===== config.mk =====
export PLATFORM = sky130hd
export DESIGN_NAME = cmac_acc
export DESIGN_NICKNAME = d
export VERILOG_FILES = /design/src/rtl/cmac_acc.sv
export SDC_FILE = /design/constraint.sdc
export NUM_CORES = 1
export LEC_CHECK = 0
export ABC_AREA = 0
export BUFFER_PORTS_ARGS = -buffer_cell sky130_fd_sc_hd__buf_2
export CAP_MARGIN = 20
export CORE_MARGIN = 4
export CORE_UTILIZATION = 45
export CTS_CLUSTER_SIZE = 20
export DETAILED_ROUTE_END_ITERATION = 12
export PLACE_DENSITY = 0.65
export SLEW_MARGIN = 10
export SYNTH_ARGS = -nofsm -noshare
export SYNTH_HDL_FRONTEND = slang
export SYNTH_SLANG_ARGS = --single-unit

===== constraint.sdc =====
create_clock -name clk -period 4.41 [get_ports clk]
set_clock_uncertainty 0.05 [all_clocks]
set_input_delay 0.882 -clock clk [delete_from_list [all_inputs] [get_ports clk]]
set_output_delay 0.882 -clock clk [all_outputs]
set_load 0.05 [all_outputs]

===== src/rtl/cmac_acc.sv =====
// Complex accumulate stage: sums a run of packed {real, imag} products at full
// precision, then arithmetic-shifts and saturates the sum back to DATA_WIDTH.
//
// state  | meaning
// -------+----------------------------------------------------------------
// ST_ACC | accepting samples, accumulating the current run
// ST_OUT | result held on out_data until downstream takes it
module cmac_acc #(
    parameter int DATA_WIDTH = 16,
    parameter int GUARD      = 8,
    parameter int MAX_LEN    = 256
) (
    input  logic                             clk,
    input  logic                             rst_n,
    input  logic                             in_valid,
    output logic                             in_ready,
    input  logic [2*DATA_WIDTH-1:0]          in_data,
    input  logic                             in_last,
    input  logic [4:0]                       shift,
    output logic                             out_valid,
    input  logic                             out_ready,
    output logic [2*DATA_WIDTH-1:0]          out_data,
    output logic                             out_sat,
    output logic [$clog2(MAX_LEN+1)-1:0]     out_cnt
);

    localparam int DW    = DATA_WIDTH;
    localparam int ACC_W = DATA_WIDTH + GUARD;
    localparam int CNT_W = $clog2(MAX_LEN + 1);

    localparam logic signed [ACC_W-1:0] MAX_V = {{(GUARD+1){1'b0}}, {(DW-1){1'b1}}};
    localparam logic signed [ACC_W-1:0] MIN_V = {{(GUARD+1){1'b1}}, {(DW-1){1'b0}}};
    localparam logic [DW-1:0]           SAT_HI = {1'b0, {(DW-1){1'b1}}};
    localparam logic [DW-1:0]           SAT_LO = {1'b1, {(DW-1){1'b0}}};
    localparam logic [CNT_W-1:0]        LAST_CNT = CNT_W'(MAX_LEN - 1);

    typedef enum logic {ST_ACC, ST_OUT} state_t;

    state_t state, state_nxt;

    logic signed [ACC_W-1:0] acc_r, acc_i;
    logic [CNT_W-1:0]        cnt;
    logic [4:0]              shift_q;

    logic                    accept, first, run_end;
    logic [CNT_W-1:0]        cnt_inc;
    logic [4:0]              shift_eff;
    logic signed [ACC_W-1:0] smp_r, smp_i, sum_r, sum_i, shr_r, shr_i;
    logic [DW:0]             sat_r, sat_i;

    // Returns {saturated, value}.
    function automatic logic [DW:0] sat_fn(input logic signed [ACC_W-1:0] v);
        if (v > MAX_V)
            return {1'b1, SAT_HI};
        else if (v < MIN_V)
            return {1'b1, SAT_LO};
        else
            return {1'b0, v[DW-1:0]};
    endfunction

    assign in_ready  = (state == ST_ACC);
    assign out_valid = (state == ST_OUT);

    assign accept    = in_valid && in_ready;
    assign first     = (cnt == '0);
    assign run_end   = accept && (in_last || cnt == LAST_CNT);
    assign cnt_inc   = cnt + CNT_W'(1);
    // The first sample's shift takes effect for the result of a single-sample run.
    assign shift_eff = first ? shift : shift_q;

    assign smp_r = {{GUARD{in_data[2*DW-1]}}, in_data[2*DW-1:DW]};
    assign smp_i = {{GUARD{in_data[DW-1]}},   in_data[DW-1:0]};
    assign sum_r = first ? smp_r : acc_r + smp_r;
    assign sum_i = first ? smp_i : acc_i + smp_i;
    assign shr_r = sum_r >>> shift_eff;
    assign shr_i = sum_i >>> shift_eff;
    assign sat_r = sat_fn(shr_r);
    assign sat_i = sat_fn(shr_i);

    always_ff @(posedge clk) begin
        if (!rst_n)
            state <= ST_ACC;
        else
            state <= state_nxt;
    end

    always_comb begin
        state_nxt = state;
        case (state)
            ST_ACC: if (run_end)   state_nxt = ST_OUT;
            ST_OUT: if (out_ready) state_nxt = ST_ACC;
            default:               state_nxt = ST_ACC;
        endcase
    end

    always_ff @(posedge clk) begin
        if (!rst_n) begin
            acc_r    <= '0;
            acc_i    <= '0;
            cnt      <= '0;
            shift_q  <= '0;
            out_data <= '0;
            out_sat  <= 1'b0;
            out_cnt  <= '0;
        end else if (accept) begin
            acc_r <= sum_r;
            acc_i <= sum_i;
            cnt   <= cnt_inc;
            if (first)
                shift_q <= shift;
            if (run_end) begin
                out_data <= {sat_r[DW-1:0], sat_i[DW-1:0]};
                out_sat  <= sat_r[DW] | sat_i[DW];
                out_cnt  <= cnt_inc;
            end
        end else if (out_valid && out_ready) begin
            acc_r <= '0;
            acc_i <= '0;
            cnt   <= '0;
        end
    end

endmodule

## Word level (Yosys, flattened, before mapping)

Index checks and enable logic that the tools add are counted.

- $add $sub $neg: 3
- Order comparisons: 4
- Equality and inequality tests: 1
- Shifts and indexed selects: 2
- Multiplexer cells: 15
- Bitwise gates (word level): 2
- Reductions and logical operators: 7

Operators by type and width:

| cell | count |
|---|---|
| 24-bit 2-to-1 mux | 5 |
| 17-bit 2-to-1 mux | 4 |
| 24-bit by 16-bit adder with 24-bit output | 2 |
| 24-bit by 16-bit > comparator with 1-bit output, second input constant | 2 |
| 24-bit by 16-bit < comparator with 1-bit output, second input constant | 2 |
| 24-bit by 5-bit >>> shifter with 24-bit output | 2 |
| 9-bit 2-to-1 mux | 2 |
| 9-bit by 1-bit adder with 9-bit output, second input constant | 1 |
| 9-bit by 8-bit == test with 1-bit output, second input constant | 1 |
| 9-bit logical NOT | 1 |
| 5-bit 2-to-1 mux | 1 |
| 1-bit logical AND | 3 |
| 1-bit 2-to-1 mux | 2 |
| 1-bit case mux with 2 select lines | 1 |
| 2-bit AND reduction | 1 |
| 2-bit nonzero test | 1 |
| 1-bit logical OR | 1 |
| 1-bit inverter | 1 |
| 1-bit bitwise OR | 1 |

- Register bits after elaboration: 105
- Input port bits: 42
- Output and inout bits: 44
- Word-level logic and storage cells: 42

## Depth between registers and ports, before layout

Gate-level depths: netlist (run 1).

- Depth in word-level cells: 7
- Depth in mapped cells: 20

## Worst setup path after synthesis (run 1)

No wires, ideal clock.

- Path type: input to register
- From: in in_data[16]
- To: reg out_data[23]
- Arrival: 4,267 ps
- Setup slack: -36 ps
- Stages on the path: 16
- Buffers on the path: 2
- Cells stage by stage: ha_1 fa_1 a21o_1 a221o_1 buf_2 a211oi_1 o21ai_0 xor2_1 o221ai_1 mux2i_1 mux2_2 nor2_1 nand4bb_1 clkbuf_1 a21o_1 o211ai_1

- Cells in the longest elaborated chain, start to end: 6
- Elaborated cells on any way between the ends: 7
- Those cells by class: add/sub: 1; order compare: 2; shift: 1; mux: 3

RTL lines:

| element | RTL line | source |
|---|---|---|
| from (decl) | 17 | `input logic [2*DATA_WIDTH-1:0] in_data,` |
| 24-bit by 16-bit adder with 24-bit output | 73 | `assign sum_r = first ? smp_r : acc_r + smp_r;` |
| 24-bit 2-to-1 mux * | 73 |  |
| 24-bit by 5-bit >>> shifter with 24-bit output * | 75 | `assign shr_r = sum_r >>> shift_eff;` |
| 24-bit by 16-bit < comparator with 1-bit output | 55 | `else if (v < MIN_V)` |
| 17-bit 2-to-1 mux | 55 |  |
| 17-bit 2-to-1 mux * | 53 | `if (v > MAX_V)` |
| to (signal assigned) | 112 | `out_data <= {sat_r[DW-1:0], sat_i[DW-1:0]};` |
| to (decl) | 22 | `output logic [2*DATA_WIDTH-1:0] out_data,` |

Every way passes the cells marked *; elsewhere a longest branch is shown, timed or not.
A chain may end at the register's enable or synchronous reset.

## Worst setup path in the final report (run 1)

- From: in in_data[16]
- To: reg out_data[24]

Same word-level chain as after synthesis.

==> results.cfg, run 1 <==
[outcome]
status = completed

[run]
cap_viol_max_count = 0

[power]
pwr-share-clk = 0.193
p_sw_mw = 2.054
comb_power_share = 0.570
leakage_nw = 6.161
peakVddDrop_v = 0.0002019
power_density_nw_per_um2 = 333.7
power.total_mw = 4.562
switching_share = 0.4503
sequentialPowerShare = 0.238
intPower_mw = 2.507

[timing]
fmax_mhz = 235.4
finalCritPeriodShare = 0.9631
final-hold-violation-count = 0
timing.final.crit_period_ns = 4.247
finalSetupViolCount = 0
drv_slew = 0
setup_tns_ns = 0
tightest_slew_ns = 1.037
max-slew-margin-rel = 0.3074
setup_ws_ns = 0.1626

[logic_synthesis]
synth.distinct_cells = 101
ys_ff_latch = 105
synthFlopType = dfxtp_1
ys_seq_area_frac = 0.1976
synth-edff-count = 0
synthCells = 1470
syn_avg_cell_area_um2 = 7.237
synth-warning-count = 0
synthArstFlopShare = 0
netlist_area_um2 = 10640
syn_nets = 1563

[floorplan]
dieWidth_um = 161.8
die_y_um = 161.8
rows = 56
coreArea_um2 = 23330
dieArea_um2 = 26170
start_util = 0.4560
io_pins = 86

[placement]
place_area_um2 = 13150
dp_cells = 2038
gp_congestion = 0.9821
place_hpwl_mm = 29.91
port_buffers = 85
place_ws_ns = -0.2818

[global_routing]
antenna_found_initial = 0
grt_pass1_vias = 12106
grt_usage = 0.2906
grt_max_degree = 58
overflow = 0
grt_pass1_wl_mm = 62.54

[routing]
dr_total_vias = 12525
first_pass_iters = 5
drc_errors = 0
wl_mm = 39.54
wl_per_cell_um = 19.17
detail-route-antenna-nets = 0
initialDrtViolationCount = 1098
vias_per_cell = 6.071

[finish]
mostFrequentLayoutCells = buf_4 (283), nand2_1 (198), a21oi_1 (127)
finalInstanceArea_um2 = 13670
final.fill_count = 2228
layoutNonFillerInstCount = 2063
drive_gt1_frac = 0.2672
multi_input_area_um2 = 8189
nets = 1832
diodes = 0
final_common_cell = buf_4
area_delta_synth_final_pct = 28.48
ff_latch_area_um2 = 2102

[critical_path]
path_class = in2reg
startpoint_type = primary input
cp_max_fo = 8
cp-end-kind = register
critical_path_arrival_ns = 4.48
cp.required_ns = 4.64

[clock_tree]
cts.path.max_buffers = 2
cts_tree = built
clock_insertion_delay_worst_skew_ns = 0.37
cts_sinks = 105
root_buffer = clkbuf_16
clkTransAtPathRegs_ns = 0.08
h-tree-depth = 3
cts_buffers = 9

[worst_hold_path]
hp-class = reg2reg
## cell type report
class | count | share of cell area
Clock buffer | 9 | 0.01648
Sequential cell | 105 | 0.1538
Tap cell | 319 | 0.02920
Timing Repair Buffer | 370 | 0.1895
Multi-Input combinational cell | 1232 | 0.5991
Inverter | 21 | 0.005767
Clock inverter | 7 | 0.006224
## Yosys cell counts, drive strengths merged, types with 17 or more instances
master | number | share of area
mux2i | 50 | 0.047
inv | 21 | 0.0074
a31oi | 17 | 0.010
nor3 | 32 | 0.016
o21ai | 127 | 0.061
nor2b | 34 | 0.020
a21o | 31 | 0.022
a21oi | 135 | 0.065
a211oi | 35 | 0.029
nand3 | 54 | 0.026
and2 | 39 | 0.023
dfxtp | 105 | 0.20
a21boi | 18 | 0.013
nand2 | 201 | 0.071
nand4 | 17 | 0.011
buf | 36 | 0.018
ha | 49 | 0.058
clkbuf | 76 | 0.027
o211ai | 40 | 0.030
nor2 | 98 | 0.037
a22oi | 26 | 0.020
## final timing paths
path                             startpoint                        end  slack, ns  cells past startpoint
setup / recovery                in_data[16]  out_data[24]$_SDFFE_PN0P_       0.16                     15
hold / removal    out_data[15]$_SDFFE_PN0P_  out_data[15]$_SDFFE_PN0P_       0.40                      2
setup reg to reg        cnt[0]$_SDFFE_PN0P_       out_sat$_SDFFE_PN0P_       0.36                     16
hold reg to reg   out_data[15]$_SDFFE_PN0P_  out_data[15]$_SDFFE_PN0P_       0.40                      2
## routing by layer
metal | vias to the layer above | wire length, um | global-route usage
met4 | 0 | 1509 | 0.1123
met2 | 511 | 18840 | 0.4924
met1 | 5872 | 16770 | 0.3750
met5 | - | 0 | 0
li1 | 6035 | - | -
met3 | 107 | 2419 | 0.04136
## cells by family after synthesis
family | Yosys count | synth area share
AOI/OAI and AO/OA | 558 | 0.3608
xor gates and xnor gates | 26 | 0.02140
adders and majority gates | 51 | 0.06139
buffers and inverters | 133 | 0.05257
DFF | 105 | 0.1976
muxes | 58 | 0.05551
and+or+nand+nor | 539 | 0.2507
## sequential cells by signal, summed over array words and instances (netlist names)
register,count
acc_i,24
out_sat,1
out_data,32
cnt,9
out_valid,1
shift_q,5
acc_r,24
out_cnt,9
## through the flow
step                        util  hold WS [ns]
after CTS                 0.5767        0.4117
after global placement    0.5634        0.3857
after detailed placement  0.5634        0.3961
after floorplan                -        0.3972
after global routing      0.5859        0.4412
final                     0.5859        0.4039
## critical path: stages
cell and delay [ns]:
buf_2 0.11, ha_1 0.21, fa_1 0.41, a21o_1 0.19, a221o_1 0.42, nand3_1 0.23, a21oi_1 0.12, nor3_1 0.23
o22ai_1 0.14, o32ai_1 0.37, o22ai_2 0.20, o311ai_2 0.33, nand4bb_1 0.18, a21o_4 0.25, o211ai_1 0.20
## power groups by stage
stage	Sequential, mW	Combinational (mW)	Clock, mW
detailed placement	1.11	2.48	0
finish	1.08	2.60	0.878
CTS	1.08	2.49	0.895
floorplan	1.21	1.39	0
global route	1.09	2.80	0.919
global placement	1.10	2.46	0
## timing repair
action                     in CTS  in global routing
resized for setup               0                 32
hold buffers                    0                  0
setup endpoints to repair       0                 32
buffers inserted                0                  9
(Power assumes the default switching activity.)
==> inputs of run 2 (changes only) <==
CTS_CLUSTER_DIAMETER = 50   (was unset)
HOLD_SLACK_MARGIN = 0.02   (was unset)
REMOVE_ABC_BUFFERS = 1   (was unset)
==> results.cfg, run 2 (synthesis gave the netlist of run 1 again) <==
[finish]
largest_register_ffs = 32
largest_register = out_data
final.fill_count = 2237
layoutNonFillerInstCount = 2028
fin_util = 0.5756
area_delta_synth_final_pct = 26.23
reg_top3 = out_data: 32 flops, acc_i: 24 flops, acc_r: 24 flops
multi_input_area_um2 = 8184
finalInstanceArea_um2 = 13430
nets = 1797
drive_gt1_frac = 0.2545
ff_latch_area_um2 = 2102
final_common_cell = buf_4
mostFrequentLayoutCells = buf_4 (244), nand2_1 (199), a21oi_1 (125)
diodes = 0

[timing]
finalCritPeriodShare = 0.9703
whs_ns = 0.3999
timing.final.crit_period_ns = 4.279
setup_ws_ns = 0.1311
final-hold-violation-count = 0
finalSetupViolCount = 0
drv_slew = 0
fmax_mhz = 233.7
tightest_slew_ns = 1.059
max-slew-margin-rel = 0.2940

[floorplan]
die_y_um = 161.8
dieWidth_um = 161.8
rows = 56
start_util = 0.4560
io_pins = 86
coreArea_um2 = 23330
dieArea_um2 = 26170

[routing]
wl_per_cell_um = 19.17
detail-route-antenna-nets = 0
vias_per_cell = 6.073
drc_errors = 0
wl_mm = 38.89
dr_total_vias = 12317
initialDrtViolationCount = 1051
first_pass_iters = 6

[placement]
gp_congestion = 0.9660
port_buffers = 85
dp_cells = 2005
place_hpwl_mm = 29.25
place_area_um2 = 12900
place_ws_ns = -0.3187

[global_routing]
antenna_found_initial = 0
grt_max_degree = 58
overflow = 0
grt_pass1_vias = 12095
grt_pass1_wl_mm = 61.69
grt_usage = 0.2861

[critical_path]
startpoint_type = primary input
cp-end-kind = register
cp.required_ns = 4.62
critical_path_arrival_ns = 4.49
cp_max_fo = 5
path_class = in2reg

[power]
peakVddDrop_v = 0.0001970
sequentialPowerShare = 0.240
pwr-share-clk = 0.195
switching_share = 0.4498
power_density_nw_per_um2 = 335.9
comb_power_share = 0.565
p_sw_mw = 2.029
intPower_mw = 2.482
leakage_nw = 6.006

[clock_tree]
clkTransAtPathRegs_ns = 0.08
cts.path.max_buffers = 2
cts_buffers = 9
cts_sinks = 105
cts_tree = built
clock_insertion_delay_worst_skew_ns = 0.37
h-tree-depth = 3
root_buffer = clkbuf_16

[run]
cap_viol_max_count = 0

[worst_hold_path]
hp-class = reg2reg

[outcome]
status = completed
==> run 2: per-layer routing <==
metal  vias up  global-route usage  share of wire
met5         -                   0              0
met4         0              0.1161          0.038
met3       114             0.03223          0.054
met2       449              0.5082           0.49
met1      5787              0.3531           0.41
li1       5967                   -              -
==> run 2: power groups by stage <==
stage	combinational, mW	sequential (mW)	clock [mW]
after floorplan	1.34	1.21	0
after global placement	2.43	1.10	0
after detailed placement	2.44	1.10	0
after CTS	2.45	1.08	0.895
after global routing	2.76	1.09	0.930
final	2.55	1.08	0.880
==> run 2: critical path, stage by stage <==
cell	delay, ns
buf_2	0.11
ha_1	0.34
o211ai_1	0.16
o211ai_2	0.33
a21oi_1	0.11
buf_4	0.17
a2111o_1	0.45
a22oi_1	0.26
mux2i_2	0.35
nand4_1	0.15
a32oi_2	0.33
a31oi_1	0.14
o211ai_1	0.25
buf_4	0.18
a21boi_0	0.17
o21ai_0	0.09
==> run 2: worst paths after layout <==
kind / startpoint / slack [ns] / end / cells after the start
setup / recovery: in_data[18] / 0.13 / out_data[17]$_SDFFE_PN0P_ / 16
hold reg to reg: out_data[15]$_SDFFE_PN0P_ / 0.40 / out_data[15]$_SDFFE_PN0P_ / 2
setup reg to reg: cnt[0]$_SDFFE_PN0P_ / 0.16 / out_data[12]$_SDFFE_PN0P_ / 16
hold / removal: out_data[15]$_SDFFE_PN0P_ / 0.40 / out_data[15]$_SDFFE_PN0P_ / 2
==> run 2: layout make-up <==
type	count	area share
Inverter	21	0.005870
Clock inverter	7	0.006801
Multi-Input combinational cell	1233	0.6094
Clock buffer	9	0.01677
Timing Repair Buffer	334	0.1749
Tap cell	319	0.02972
Sequential cell	105	0.1565
==> run 2: per-stage QoR <==
| stage | power [mW] | TNS (ns) |
|---|---|---|
| final | 4.511 | 0 |
| after global placement | 3.529 | -5.459 |
| after CTS | 4.430 | 0 |
| after floorplan | 2.552 | -59.06 |
| after detailed placement | 3.545 | -7.613 |
| after global routing | 4.778 | -0.4217 |
==> run 2: timing repair <==
| item | CTS | global route |
|---|---|---|
| resized for setup | 0 | 31 |
| endpoints found under the setup margin | 0 | 32 |
| buffers inserted | 0 | 6 |
| hold buffers | 0 | 0 |
==> inputs of run 3 (changes only) <==
CORE_UTILIZATION = 50   (was 45)
PLACE_DENSITY = 0.71   (was 0.65)
SKIP_LAST_GASP = 1   (was unset)
==> results.cfg, run 3 (synthesis gave the netlist of run 1 again) <==
[critical_path]
slowest_delay_ns = 0.48
reg2reg_depth = 14
critical_path_arrival_ns = 4.49
crit_buf_inv = 3
path_common_cell = a21oi_1
crit_end = out_data[20]$_SDFFE_PN0P_
cp-end-kind = register
worst_r2r_endpoint = out_data[17]$_SDFFE_PN0P_
crit_chain = buf_2 -> ha_1 -> a21oi_1 -> o21ai_0 -> a21oi_1 -> a2111o_1 -> a22oi_1 -> mux2i_1 -> nand4_1 -> a32oi_1 -> buf_4 -> o311ai_4 -> nand4bb_1 -> buf_4 -> a21oi_1 -> a21o_1
path_class = in2reg
startpoint = in_data[24]
cp.required_ns = 4.63
rr_startpoint = cnt[0]$_SDFFE_PN0P_
cp_slowest_cell = a2111o_1
cp_max_fo = 7
startpoint_type = primary input
path_depth = 16
path_delay_family = compound AO/OA/AOI/OAI gates
r2r_slack_ns = 0.31

[timing]
fmax_mhz = 234.2
drv_slew = 0
tightest_slew_ns = 1.023
max-slew-margin-rel = 0.3169
timing.final.crit_period_ns = 4.270
setup_ws_ns = 0.1396
finalCritPeriodShare = 0.9683
finalSetupViolCount = 0
final-hold-violation-count = 0

[floorplan]
coreArea_um2 = 20960
die_y_um = 153.9
io_pins = 86
rows = 53
dieArea_um2 = 23680
dieWidth_um = 153.9
start_util = 0.5077

[placement]
port_buffers = 85
place_ws_ns = -0.2915
gp_congestion = 0.9982
place_hpwl_mm = 29.74

[routing]
dr_total_vias = 12510
vias_per_cell = 6.221
detail-route-antenna-nets = 0
wl_mm = 39.19
initialDrtViolationCount = 987
first_pass_iters = 8
drc_errors = 0
wl_per_cell_um = 19.49

[finish]
largest_register = out_data
diodes = 0
final_common_cell = buf_4
final.fill_count = 1959
drive_gt1_frac = 0.2644
fin_util = 0.6483
largest_register_ffs = 32
area_delta_synth_final_pct = 27.70
nets = 1824
mostFrequentLayoutCells = buf_4 (272), nand2_1 (199), a21oi_1 (127)
reg_top3 = out_data: 32 flops, acc_i: 24 flops, acc_r: 24 flops

[worst_hold_path]
hp-class = reg2reg

[global_routing]
grt_max_degree = 58
grt_usage = 0.3197
grt_pass1_vias = 12037
antenna_found_initial = 0
overflow = 0
grt_pass1_wl_mm = 62.56

[power]
leakage_nw = 6.146
peakVddDrop_v = 0.0002099
power_density_nw_per_um2 = 333.6

[clock_tree]
cts_tree = built
clkTransAtPathRegs_ns = 0.09
root_buffer = clkbuf_16
cts.path.max_buffers = 2
clock_insertion_delay_worst_skew_ns = 0.38
cts_sinks = 105
h-tree-depth = 3
cts_hold_buffers = 0
cts_buffers = 9

[outcome]
status = completed

[run]
cap_viol_max_count = 0
## run 3: worst min path at each step
stage / from / to / slack, ns / cells after the start
after global routing: out_data[15]$_SDFFE_PN0P_ / out_data[15]$_SDFFE_PN0P_ / 0.43 / 2
final: out_data[15]$_SDFFE_PN0P_ / out_data[15]$_SDFFE_PN0P_ / 0.40 / 2
after global placement: out_data[15]$_SDFFE_PN0P_ / out_data[15]$_SDFFE_PN0P_ / 0.39 / 2
after CTS: out_data[15]$_SDFFE_PN0P_ / out_data[15]$_SDFFE_PN0P_ / 0.40 / 2
after detailed placement: out_data[15]$_SDFFE_PN0P_ / out_data[15]$_SDFFE_PN0P_ / 0.39 / 2
after floorplan: acc_r[19]$_SDFFE_PN0P_ / acc_r[19]$_SDFFE_PN0P_ / 0.40 / 2
## run 3: area by class of cell
cell class | instances | area [um^2] | share of cell area
Sequential cell | 105 | 2102 | 0.1547
Multi-Input combinational cell | 1232 | 8177 | 0.6019
Clock buffer | 9 | 225.2 | 0.01658
Clock inverter | 7 | 91.34 | 0.006723
Tap cell | 275 | 344.1 | 0.02533
Inverter | 21 | 78.83 | 0.005802
Timing Repair Buffer | 362 | 2567 | 0.1890
## run 3: metal layers
metal / vias up / routed length [um] / share of wire / track usage
met2: 462 / 18780 / 0.48 / 0.5454
li1: 6023 / - / - / -
met4: 0 / 1793 / 0.046 / 0.1447
met5: - / 0 / 0 / 0
met3: 125 / 2229 / 0.057 / 0.03800
met1: 5900 / 16400 / 0.42 / 0.4046
## run 3: metrics by stage
step | hold WS [ns] | TNS, ns | area [um^2] | instances | power, mW
after floorplan | 0.3972 | -59.06 | 10160 | 1358 | 2.552
after global placement | 0.3922 | -4.604 | 13080 | 1989 | 3.548
after detailed placement | 0.3941 | -7.019 | 13080 | 1989 | 3.568
after CTS | 0.4041 | 0 | 13400 | 2005 | 4.460
after global routing | 0.4279 | -0.1541 | 13590 | 2011 | 4.796
final | 0.4047 | 0 | 13590 | 2011 | 4.533
## run 3: tightest hold or removal path, delay by kind of cell, from the launching register on
kind               cells  cell delay [ns]
and+or+nand+nor        1             0.05
AOI/OAI and AO/OA      1             0.05
DFF                    1             0.31
## run 3: report_power, final
part	internal (mW)	switching, mW
Clock	0.415	0.461
Sequential	1.03	0.0563
Combinational	1.06	1.51
## run 3: repair_timing
| action | CTS | global route |
|---|---|---|
| endpoints found under the setup margin | 0 | 32 |
| resized for setup | 0 | 32 |
| setup buffers | 0 | 6 |
